==> config.mk <==
export PLATFORM = sky130hd
export DESIGN_NAME = acc_sequencer_flat
export DESIGN_NICKNAME = d
export VERILOG_FILES = /design/src/rtl/acc_seq_if.sv /design/src/rtl/acc_sequencer.sv /design/src/flat_wrapper.sv
export SDC_FILE = /design/constraint.sdc
export NUM_CORES = 1
export LEC_CHECK = 0
export ABC_AREA = 1
export CAP_MARGIN = 20
export CELL_PAD_IN_SITES_DETAIL_PLACEMENT = 0
export CELL_PAD_IN_SITES_GLOBAL_PLACEMENT = 1
export CORE_MARGIN = 2
export CORE_UTILIZATION = 27
export CTS_CLUSTER_SIZE = 24
export DETAILED_ROUTE_END_ITERATION = 8
export PLACE_DENSITY = 0.94
export SLEW_MARGIN = 15
export SYNTH_ARGS = -nofsm -noshare
export SYNTH_HDL_FRONTEND = slang
export SYNTH_SLANG_ARGS = --single-unit
==> constraint.sdc <==
create_clock -name clk -period 3.67 [get_ports clk]
set_clock_uncertainty 0.1 [all_clocks]
set_input_delay 1.101 -clock clk [delete_from_list [all_inputs] [get_ports clk]]
set_output_delay 1.101 -clock clk [all_outputs]
set_load 0.02 [all_outputs]
==> src/rtl/acc_seq_if.sv <==
// Command/response handshake bundle between a host and the accumulator sequencer.
interface acc_seq_if #(parameter int W = 4);
  logic         cmd_valid;
  logic         cmd_ready;
  logic [3:0]   cmd_op;
  logic [W-1:0] cmd_data;
  logic         rsp_valid;
  logic         rsp_ready;
  logic [W-1:0] rsp_data;

  modport master (output cmd_valid, cmd_op, cmd_data, rsp_ready,
                  input  cmd_ready, rsp_valid, rsp_data);
  modport slave  (input  cmd_valid, cmd_op, cmd_data, rsp_ready,
                  output cmd_ready, rsp_valid, rsp_data);
endinterface

==> src/rtl/acc_sequencer.sv <==
// Sequencer driving an external alu + register pair as an accumulator, one command at a time.
// Optional ACC_SEQ_ZFLAG_EN adds rsp_zero (accumulator == 0, qualified by rsp_valid).
module acc_sequencer #(
  parameter int W   = 4,
  parameter int OCW = 3
) (
  input  logic           clk,
  input  logic           rst_n,
  acc_seq_if.slave       bus,
  output logic [OCW-1:0] alu_oc,
  output logic [W-1:0]   alu_a,
  output logic [W-1:0]   alu_b,
  input  logic [W-1:0]   alu_f,
  output logic           reg_cl,
  output logic           reg_ld,
  output logic           reg_inc,
  output logic           reg_dec,
  output logic           reg_sr,
  output logic           reg_ir,
  output logic           reg_sl,
  output logic           reg_il,
  output logic [W-1:0]   reg_in,
  input  logic [W-1:0]   reg_out
`ifdef ACC_SEQ_ZFLAG_EN
  ,
  output logic           rsp_zero
`endif
);
  typedef enum logic [1:0] {IDLE, EXEC, WB, RESP} state_t;

  state_t       r_state, w_next;
  logic [3:0]   r_op;
  logic [W-1:0] r_data;
  logic [W-1:0] r_res;
  logic         w_accept;

  assign w_accept = (r_state == IDLE) && bus.cmd_valid;

  always_ff @(posedge clk or negedge rst_n) begin
    if (!rst_n) begin
      r_state <= IDLE;
      r_op    <= '0;
      r_data  <= '0;
      r_res   <= '0;
    end else begin
      r_state <= w_next;
      if (w_accept) begin
        r_op   <= bus.cmd_op;
        r_data <= bus.cmd_data;
      end
      if (r_state == EXEC && !r_op[3]) r_res <= alu_f;
    end
  end

  // Strobes decode from registered state only, so async reset kills them at once.
  always_comb begin
    w_next  = r_state;
    reg_cl  = 1'b0;
    reg_ld  = 1'b0;
    reg_inc = 1'b0;
    reg_dec = 1'b0;
    reg_sr  = 1'b0;
    reg_ir  = 1'b0;
    reg_sl  = 1'b0;
    reg_il  = 1'b0;
    reg_in  = '0;
    case (r_state)
      IDLE: if (w_accept) w_next = EXEC;
      EXEC: begin
        if (r_op[3]) begin
          w_next = RESP;
          case (r_op[2:0])
            3'd0: reg_cl = 1'b1;
            3'd1: begin reg_ld = 1'b1; reg_in = r_data; end
            3'd2: reg_inc = 1'b1;
            3'd3: reg_dec = 1'b1;
            3'd4: begin reg_sr = 1'b1; reg_ir = r_data[0]; end
            3'd5: begin reg_sl = 1'b1; reg_il = r_data[0]; end
            default: ;
          endcase
        end else begin
          w_next = WB;
        end
      end
      WB: begin
        reg_ld = 1'b1;
        reg_in = r_res;
        w_next = RESP;
      end
      RESP: if (bus.rsp_ready) w_next = IDLE;
      default: w_next = IDLE;
    endcase
  end

  assign bus.cmd_ready = (r_state == IDLE);
  assign bus.rsp_valid = (r_state == RESP);
  assign bus.rsp_data  = (r_state == RESP) ? reg_out : '0;

  assign alu_oc = r_op[OCW-1:0];
  assign alu_a  = reg_out;
  assign alu_b  = r_data;

`ifdef ACC_SEQ_ZFLAG_EN
  assign rsp_zero = (r_state == RESP) && (reg_out == '0);
`endif
endmodule

==> src/flat_wrapper.sv <==
// flat-port wrapper written by rule: the top's interface ports become plain ports
module acc_sequencer_flat 
#(
  parameter int W   = 4,
  parameter int OCW = 3
)
  (clk, rst_n, alu_oc, alu_a, alu_b, alu_f, reg_cl, reg_ld, reg_inc, reg_dec, reg_sr, reg_ir, reg_sl, reg_il, reg_in, reg_out, bus_cmd_valid, bus_cmd_op, bus_cmd_data, bus_rsp_ready, bus_cmd_ready, bus_rsp_valid, bus_rsp_data);
  acc_seq_if #(.W(W)) bus_i ();
  input  logic clk;
  input  logic rst_n;
  output logic [OCW-1:0] alu_oc;
  output logic [W-1:0] alu_a;
  output logic [W-1:0] alu_b;
  input  logic [W-1:0] alu_f;
  output logic reg_cl;
  output logic reg_ld;
  output logic reg_inc;
  output logic reg_dec;
  output logic reg_sr;
  output logic reg_ir;
  output logic reg_sl;
  output logic reg_il;
  output logic [W-1:0] reg_in;
  input  logic [W-1:0] reg_out;
  input wire logic [$bits(bus_i.cmd_valid)-1:0] bus_cmd_valid;
  input wire logic [$bits(bus_i.cmd_op)-1:0] bus_cmd_op;
  input wire logic [$bits(bus_i.cmd_data)-1:0] bus_cmd_data;
  input wire logic [$bits(bus_i.rsp_ready)-1:0] bus_rsp_ready;
  output wire logic [$bits(bus_i.cmd_ready)-1:0] bus_cmd_ready;
  output wire logic [$bits(bus_i.rsp_valid)-1:0] bus_rsp_valid;
  output wire logic [$bits(bus_i.rsp_data)-1:0] bus_rsp_data;
  assign bus_i.cmd_valid = bus_cmd_valid;
  assign bus_i.cmd_op = bus_cmd_op;
  assign bus_i.cmd_data = bus_cmd_data;
  assign bus_i.rsp_ready = bus_rsp_ready;
  assign bus_cmd_ready = bus_i.cmd_ready;
  assign bus_rsp_valid = bus_i.rsp_valid;
  assign bus_rsp_data = bus_i.rsp_data;
  acc_sequencer #(.W(W), .OCW(OCW)) u_core (.clk(clk), .rst_n(rst_n), .bus(bus_i), .alu_oc(alu_oc), .alu_a(alu_a), .alu_b(alu_b), .alu_f(alu_f), .reg_cl(reg_cl), .reg_ld(reg_ld), .reg_inc(reg_inc), .reg_dec(reg_dec), .reg_sr(reg_sr), .reg_ir(reg_ir), .reg_sl(reg_sl), .reg_il(reg_il), .reg_in(reg_in), .reg_out(reg_out));
endmodule
Word level (Yosys, flattened, before mapping). Index checks and enable logic that the tools add are counted.

Equality and inequality tests: 10. Reductions and logical operators: 6. Muxes and demuxes: 32.

Operators with widths (count): 2-to-1 mux 1 bit (24); 2-to-1 mux 4 bit (3); case mux 2 bit (4 select lines) (1); case mux 4 bit (2 select lines) (1); equality test 3 x 2 -> 1 bit, second input constant (2); equality test 3 bit, second input constant (2); equality test 2 bit, second input constant (2); 2-to-1 mux 2 bit (2); equality test 3 x 1 -> 1 bit, second input constant (1); logical NOT 3 bit (1); equality test 2 x 1 -> 1 bit, second input constant (1); logical AND 1 bit (2); logical NOT 2 bit (1); inequality test 2 x 1 -> 1 bit, second input constant (1); inequality test 2 bit, second input constant (1); case mux 1 bit (2 select lines) (1); AND reduction 2 bit (1); logical NOT 1 bit (1).

Bits in registers: 14. Input port bits: 20. Output and inout bits: 29.

Depth between registers and ports, before layout. Gate-level depths: netlist of the first run.

Depth in word-level cells: 4. Depth in mapped cells: 6.

Worst setup path after synthesis of the first run. No wires, ideal clock.

Path kind: register to output. Start: reg u_core.r_state[1]. End: out reg_dec. Arrival: 1.490 ns. Cell stages (with the launch flop): 7. Required time: 2.469 ns. Path slack: 0.979 ns. Cells stage by stage: dfrtp_1 inv_1 ha_1 nand2_2 nor2_4 inv_2 nor3_1.

Cells in the longest elaborated chain, start to end: 2.

RTL lines: from (decl) (line acc_sequencer.sv:31) `state_t r_state, w_next;`; from (signal assigned) (line acc_sequencer.sv:46) `r_state <= w_next;`; equality test 2 x 1 -> 1 bit (line acc_sequencer.sv:67) `case (r_state)`; 2-to-1 mux 1 bit (line acc_sequencer.sv:67); to (decl) (line flat_wrapper.sv:18) `output logic reg_dec;`.

No other way between the ends.

Final worst setup path of the first run.
Start: in reg_out[0]. End: out bus_rsp_data[0].

Cells in the longest elaborated chain, start to end: 1.

RTL lines: from (decl) (line flat_wrapper.sv:24) `input logic [W-1:0] reg_out;`; 2-to-1 mux 4 bit (line acc_sequencer.sv:97) `assign bus.rsp_data = (r_state == RESP) ? reg_out : '0;`; to (decl) (line flat_wrapper.sv:31) `output wire logic [$bits(bus_i.rsp_data)-1:0] bus_rsp_data;`.

No other way between the ends.

==> metrics, run 1 <==
status finished clean; Syn Nets 140; Yosys cell types 15; initial antenna violation count 0; Area after DPL ~1300 µm²; shortest clock period the worst path allows after layout about 3500 ps; vias in the first global route approximately 810; Area Overhead vs Synth 60.7%; startpoint types input pin; Synth top area share 41.2%; ant diodes 0; Top cell by count, worst path clkdlybuf4s50_1; Final Power about 0.0010 W; DR DRC count 0; WS Path Type input pin to output pin; final worst setup slack around 180 ps; remaining global-route overflow 0; drt wl/cell about 11 µm; highest cell delay on the worst timing path around 600 ps; Final nets 185; DP HPWL about 1.9 mm; initial DRC count a little over 50; first-pass GRT wire length ~3.7 mm; CTS resizes 0; cell internal pwr roughly 0.00055 W; crit path cell chain clkdlybuf4s50_1, nand2_1, inv_1, clkdlybuf4s50_1; worst skew pair latency about 290 ps; CP max-delay cell clkdlybuf4s50_1; clock sink count 14; Fmax 287 MHz; Clk network pwr share 10.8%; cells after synthesis 115; endpoints failing hold 0; row count 20; routed wire length between 2 and 2.5 mm; Leakage ~0.63 nW; Top FF cell, synth dfrtp_1; register area between 300 and 400 µm²; Synth Cell Area 851 µm²; Fillers approximately 310; vias after detailed routing about 870; Hold Path Class register to register; Root Driver clkbuf_4; TritonCTS clock tree done; Chip Width ~60 µm; Critical Path Fanout Max 2; Worst Path Required ~2500 ps; Flop pwr share 28.5%; FFs w/ async S/R, synth between 90% and 100%; mean post-synth cell area between 7 and 8 µm²; final setup violating endpoints 0; Final period util between 90 and 100%; Worst-Margin Slew 619 ps; PortBufs 48; I/O pins ~50; worst path arrival time between 2000 and 2500 ps; RePlAce Congestion 0.756; Die Ht roughly 60 µm; core area slightly above 3000 µm²; logic gate share of total power 60.7%; clk buf depth 2; Post-CTS Repair Setup Buffers 0; Psw ~0.00049 W; depth of the CTS H-tree 1; Initial Utilization approximately 28%; Ys Warns 0; RSZ-0062 raised after global routing no; Hold-fix buffers, CTS 0; first drt pass iteration count 4; final hold slack around 380 ps; design area around 1400 µm²; Post-synth top cells nand2_1 (32), dfrtp_1 (14), inv_1 (14), nand3_1 (14), a21oi_1 (10); Power Density ~760 nW/µm²; maximum vdd drop ~0.00029 V; Setup WS pre-CTS between 150 and 200 ps; Net Sw Frac 47.0%; Die ar. 3620 µm²; multi-input logic area approximately 390 µm²; largest net degree at the start of global routing 15; total negative slack 0 ps; sequential fraction of the synthesis area 41.2%; EDFF count, synth 0; layout cell share with drive strength beyond 1 about 5.7%; post-route ant nets 0; Synth area leaders dfrtp_1 (41%), nand2_1 (14%), nand3_1 (8.2%), ha_1 (7.4%), buf_4 (6.2%); vias per cell between 4 and 5; max-slew violations 0; Max-Cap Viols 0; Num CTS Buffers 3; GRT Util Overall approximately 14%; most frequent cell after synthesis nand2_1; Synth Register Bits 14; post-synth top area cell dfrtp_1; relative slew slack roughly three fifths; Reg clk slew, reported paths about 90 ps; Critical Path Sink Type output pin
## power groups by stage
stage                     Sequential [W]  Clock [W]  Combinational [W]
after floorplan                 0.000307          0           0.000370
after global placement          0.000294          0           0.000607
after detailed placement        0.000299          0           0.000628
after CTS                       0.000296   0.000115           0.000632
after global routing            0.000307   0.000125           0.000696
final                           0.000296   0.000112           0.000630
## flip-flops by register name (all words and copies together) (netlist names)
signal          cells
u_core.r_op         4
u_core.r_res        4
u_core.alu_b        4
u_core.r_state      2
## area by class of cell
type / count / share of cell area [%]
Tap cell: 44 / 4.03
Timing Repair Buffer: 48 / 35.1
Clock buffer: 4 / 2.65
Inverter: 15 / 4.12
Multi-Input combinational cell: 78 / 28.5
Sequential cell: 14 / 25.6
## layout by cell type (no fill, tap or decap)
cell type	netlist	layout
a21oi_1	10	10
clkbuf_4	0	3
clkbuf_8	0	1
clkdlybuf4s50_1	0	48
dfrtp_1	14	14
ha_1	5	4
ha_2	0	1
inv_1	14	14
inv_2	1	1
nand2_1	32	32
nand2_2	1	1
nand3_1	14	14
nor2_1	8	8
nor2_2	1	1
nor2_4	1	1
nor3_1	4	4
o21ai_0	2	2
## worst paths after layout
check | startpoint | to | slack, ps | depth (start not counted)
min in group asynchronous | rst_n | u_core.r_res[2]$_DFFE_PN0P_ | 1090 | 1
max in group asynchronous | rst_n | u_core.r_op[1]$_DFFE_PN0P_ | 1980 | 1
max | reg_out[0] | bus_rsp_data[0] | 180 | 4
min reg2reg | u_core.r_res[2]$_DFFE_PN0P_ | u_core.r_res[2]$_DFFE_PN0P_ | 380 | 2
min | u_core.r_res[2]$_DFFE_PN0P_ | u_core.r_res[2]$_DFFE_PN0P_ | 380 | 2
max reg2reg | u_core.r_state[0]$_DFFE_PN0P_ | u_core.r_op[3]$_DFFE_PN0P_ | 2050 | 5
## critical path, delay by kind of cell
family | cells | cell delay, ps
simple gates | 1 | 50
buf+inv | 3 | 1130
## logic make-up after synthesis
logic type,count (synthesis),synth area share [%]
AO/OA/AOI/OAI,12,7.06
AND/OR/NAND/NOR,61,31.0
adder cells (fa/ha/maj),5,7.35
flip-flops,14,41.2
buffers and inverters,23,13.4
## layer usage
metal	wire length, µm	global-route usage, %	vias to the layer above
li1	-	-	446
met1	1040	17.6	399
met2	1100	21.9	27
met3	123	4.11	2
met4	25	4.76	0
met5	0	0	-
## per-stage QoR
stage          utilization [%]  cells
2_1_floorplan                -    115
3_3_place_gp              43.9    199
3_5_place_dp              43.9    199
4_1_cts                   45.1    203
5_1_grt                   45.2    203
6_report                  45.2    203
(Power assumes the default switching activity.)
==> inputs of run 2 (changes only) <==
Settings changed: CORE_UTILIZATION 27 to 25, PLACE_DENSITY 0.94 to 0.89.
Clock period 3.67 ns to 3.3 ns, I/O delays scaled along.
==> run 2 against run 1 <==
Net effect:
- non-clock buffer count up 1
- final cell count grew 0.99%
- highest routed layer unchanged
- critical path depth unchanged
- flip-flop and latch count did not move
- clock power down 18%
==> metrics, run 2 (synthesis gave the netlist of run 1 again) <==
Hold Path Sink u_core.r_res[2]$_DFFE_PN0P_; row count 21; largest net degree at the start of global routing 15; endpoints failing hold 0; Hold Path Class register to register; ant diodes 0; worst r2r dst u_core.r_op[1]$_DFFE_PN0P_; clk buf depth 2; Power Density roughly 790 nW/µm²; initial DRC count 16; initial antenna violation count 0; Finished Core Util between 40% and 50%; flop2flop setup slack around 1700 ps; Area Overhead vs Synth 62.8%; worst path arrival time 2160 ps; reg2reg start u_core.r_state[0]$_DFFE_PN0P_; Reg clk slew, reported paths about 80 ps; Initial Utilization between 20% and 30%; startpoint types input pin; Worst Path Required 2210 ps; Die Ht 62.3 µm; Die ar. approximately 3900 µm²; Worst-Margin Slew just over 600 ps; Worst Reg-to-Reg Cells 5; Critical Path Sink Type output pin; total negative slack 0 ps; status finished clean; relative slew slack about 59%; Hold Path Origin u_core.r_res[2]$_DFFE_PN0P_; Final nets around 190; Root Driver clkbuf_4; RePlAce Congestion 0.748; core area 3310 µm²; most common cell after layout, fill and taps aside clkdlybuf4s50_1; Chip Width roughly 62 µm; TritonCTS clock tree done; vias after detailed routing between 800 and 900; Num CTS Buffers 3; most frequent cells in the layout clkdlybuf4s50_1 (37), nand2_1 (32), inv_1 (14), nand3_1 (14), dfrtp_1 (14); PortBufs 48; drt wl/cell ~11 µm; Final period util between 90% and 100%; DP HPWL roughly 1.9 mm; Leakage 0.817 nW; CP max-delay cell clkdlybuf4s50_1; shortest clock period the worst path allows after layout around 3200 ps; Final Power around 0.0011 W; max-slew violations 0; Area after DPL approximately 1300 µm²; GRT Util Overall 11.4%; design area around 1400 µm²; worst skew pair latency ~270 ps; Critical Path Fanout Max 2; remaining global-route overflow 0; final setup violating endpoints 0; depth of the CTS H-tree 1; post-route ant nets 0; layout cell share with drive strength beyond 1 under 10%; I/O pins 49; vias per cell between 4 and 5; Fmax approximately 310 MHz; RSZ-0062 raised after global routing no; first-pass GRT wire length about 3.6 mm; routed wire length about 2.2 mm; vias in the first global route 841; DR DRC count 0; Top cell by count, worst path clkdlybuf4s50_1; highest cell delay on the worst timing path 590 ps; clock sink count 14; crit path cell chain clkdlybuf4s50_1, nand2_1, inv_1, clkdlybuf4s50_1; WS Path Type input pin to output pin; WHS Path Cells 2; first drt pass iteration count 4; maximum vdd drop between 0.0002 and 0.0003 V; Max-Cap Viols 0
run 2: what timing repair did:
item,in CTS,in global routing
gates resized for setup,1,10
setup endpoints to repair,1,10
setup buffers,0,0
hold buffers,0,0
run 2: power breakdown:
group          switching (W)  leakage (nW)  internal [W]  total [W]
combinational       0.000396         0.638      0.000286   0.000682
sequential         0.0000710         0.165      0.000256   0.000327
clock              0.0000499        0.0138     0.0000422  0.0000921
total               0.000517         0.817      0.000584    0.00110
run 2: metal layers:
| metal | vias up | routed length [µm] | GRT usage (%) | share of wire (%) |
|---|---|---|---|---|
| met5 | - | 0 | 0 | 0 |
| met4 | 0 | 14 | 3.33 | 0.65 |
| met3 | 2 | 184 | 3.80 | 8.5 |
| met2 | 36 | 1030 | 20.5 | 47 |
| met1 | 390 | 945 | 12.9 | 44 |
| li1 | 447 | - | - | - |
run 2: final cells by class:
cell class / instances / area (µm²)
clock buffer: 3 / 22.5
fill: 363 / 1930
inverter: 15 / 56.3
multi-input combinational: 78 / 387
sequential: 14 / 350
tap: 46 / 57.6
timing repair buffer: 49 / 512
run 2: worst max-delay path by stage:
| stage | startpoint | to | slack [ps] | cells after the start |
|---|---|---|---|---|
| finish | reg_out[0] | bus_rsp_data[0] | 50 | 4 |
| CTS | u_core.r_state[1]$_DFFE_PN0P_ | reg_in[0] | 20 | 7 |
| floorplan | u_core.r_state[1]$_DFFE_PN0P_ | reg_dec | 720 | 6 |
| global route | reg_out[3] | bus_rsp_data[3] | 10 | 4 |
| detailed placement | reg_out[0] | bus_rsp_data[0] | 30 | 4 |
| global placement | reg_out[0] | bus_rsp_data[0] | 60 | 4 |
run 2: worst max-delay path: cells and delay by family:
family | cells | cell delay, ps
buf+inv | 3 | 1110
simple gates | 1 | 50
run 2: per-stage QoR:
stage | worst slack, ps | std cells | hold WS [ps]
floorplan | 720 | 115 | 342
global placement | 63.1 | 202 | 360
detailed placement | 34.0 | 202 | 369
CTS | 17.0 | 205 | 389
global route | 10.5 | 205 | 429
finish | 50.1 | 205 | 380
==> inputs of run 3 (changes only) <==
Clock period 3.3 ns to 3.28 ns, I/O delays scaled along.
==> results of run 3 <==
The final DEF is identical to that of run 2. Status: finished clean.
Main changes from that run: setup slack after placement 34.0 ps -> 26.0 ps; setup slack after layout 50.1 ps -> 42.1 ps; register-to-register setup slack 1670 ps -> 1650 ps; total power 0.00110 W -> 0.00111 W; worst IR drop on VDD 0.000252 V -> 0.000254 V
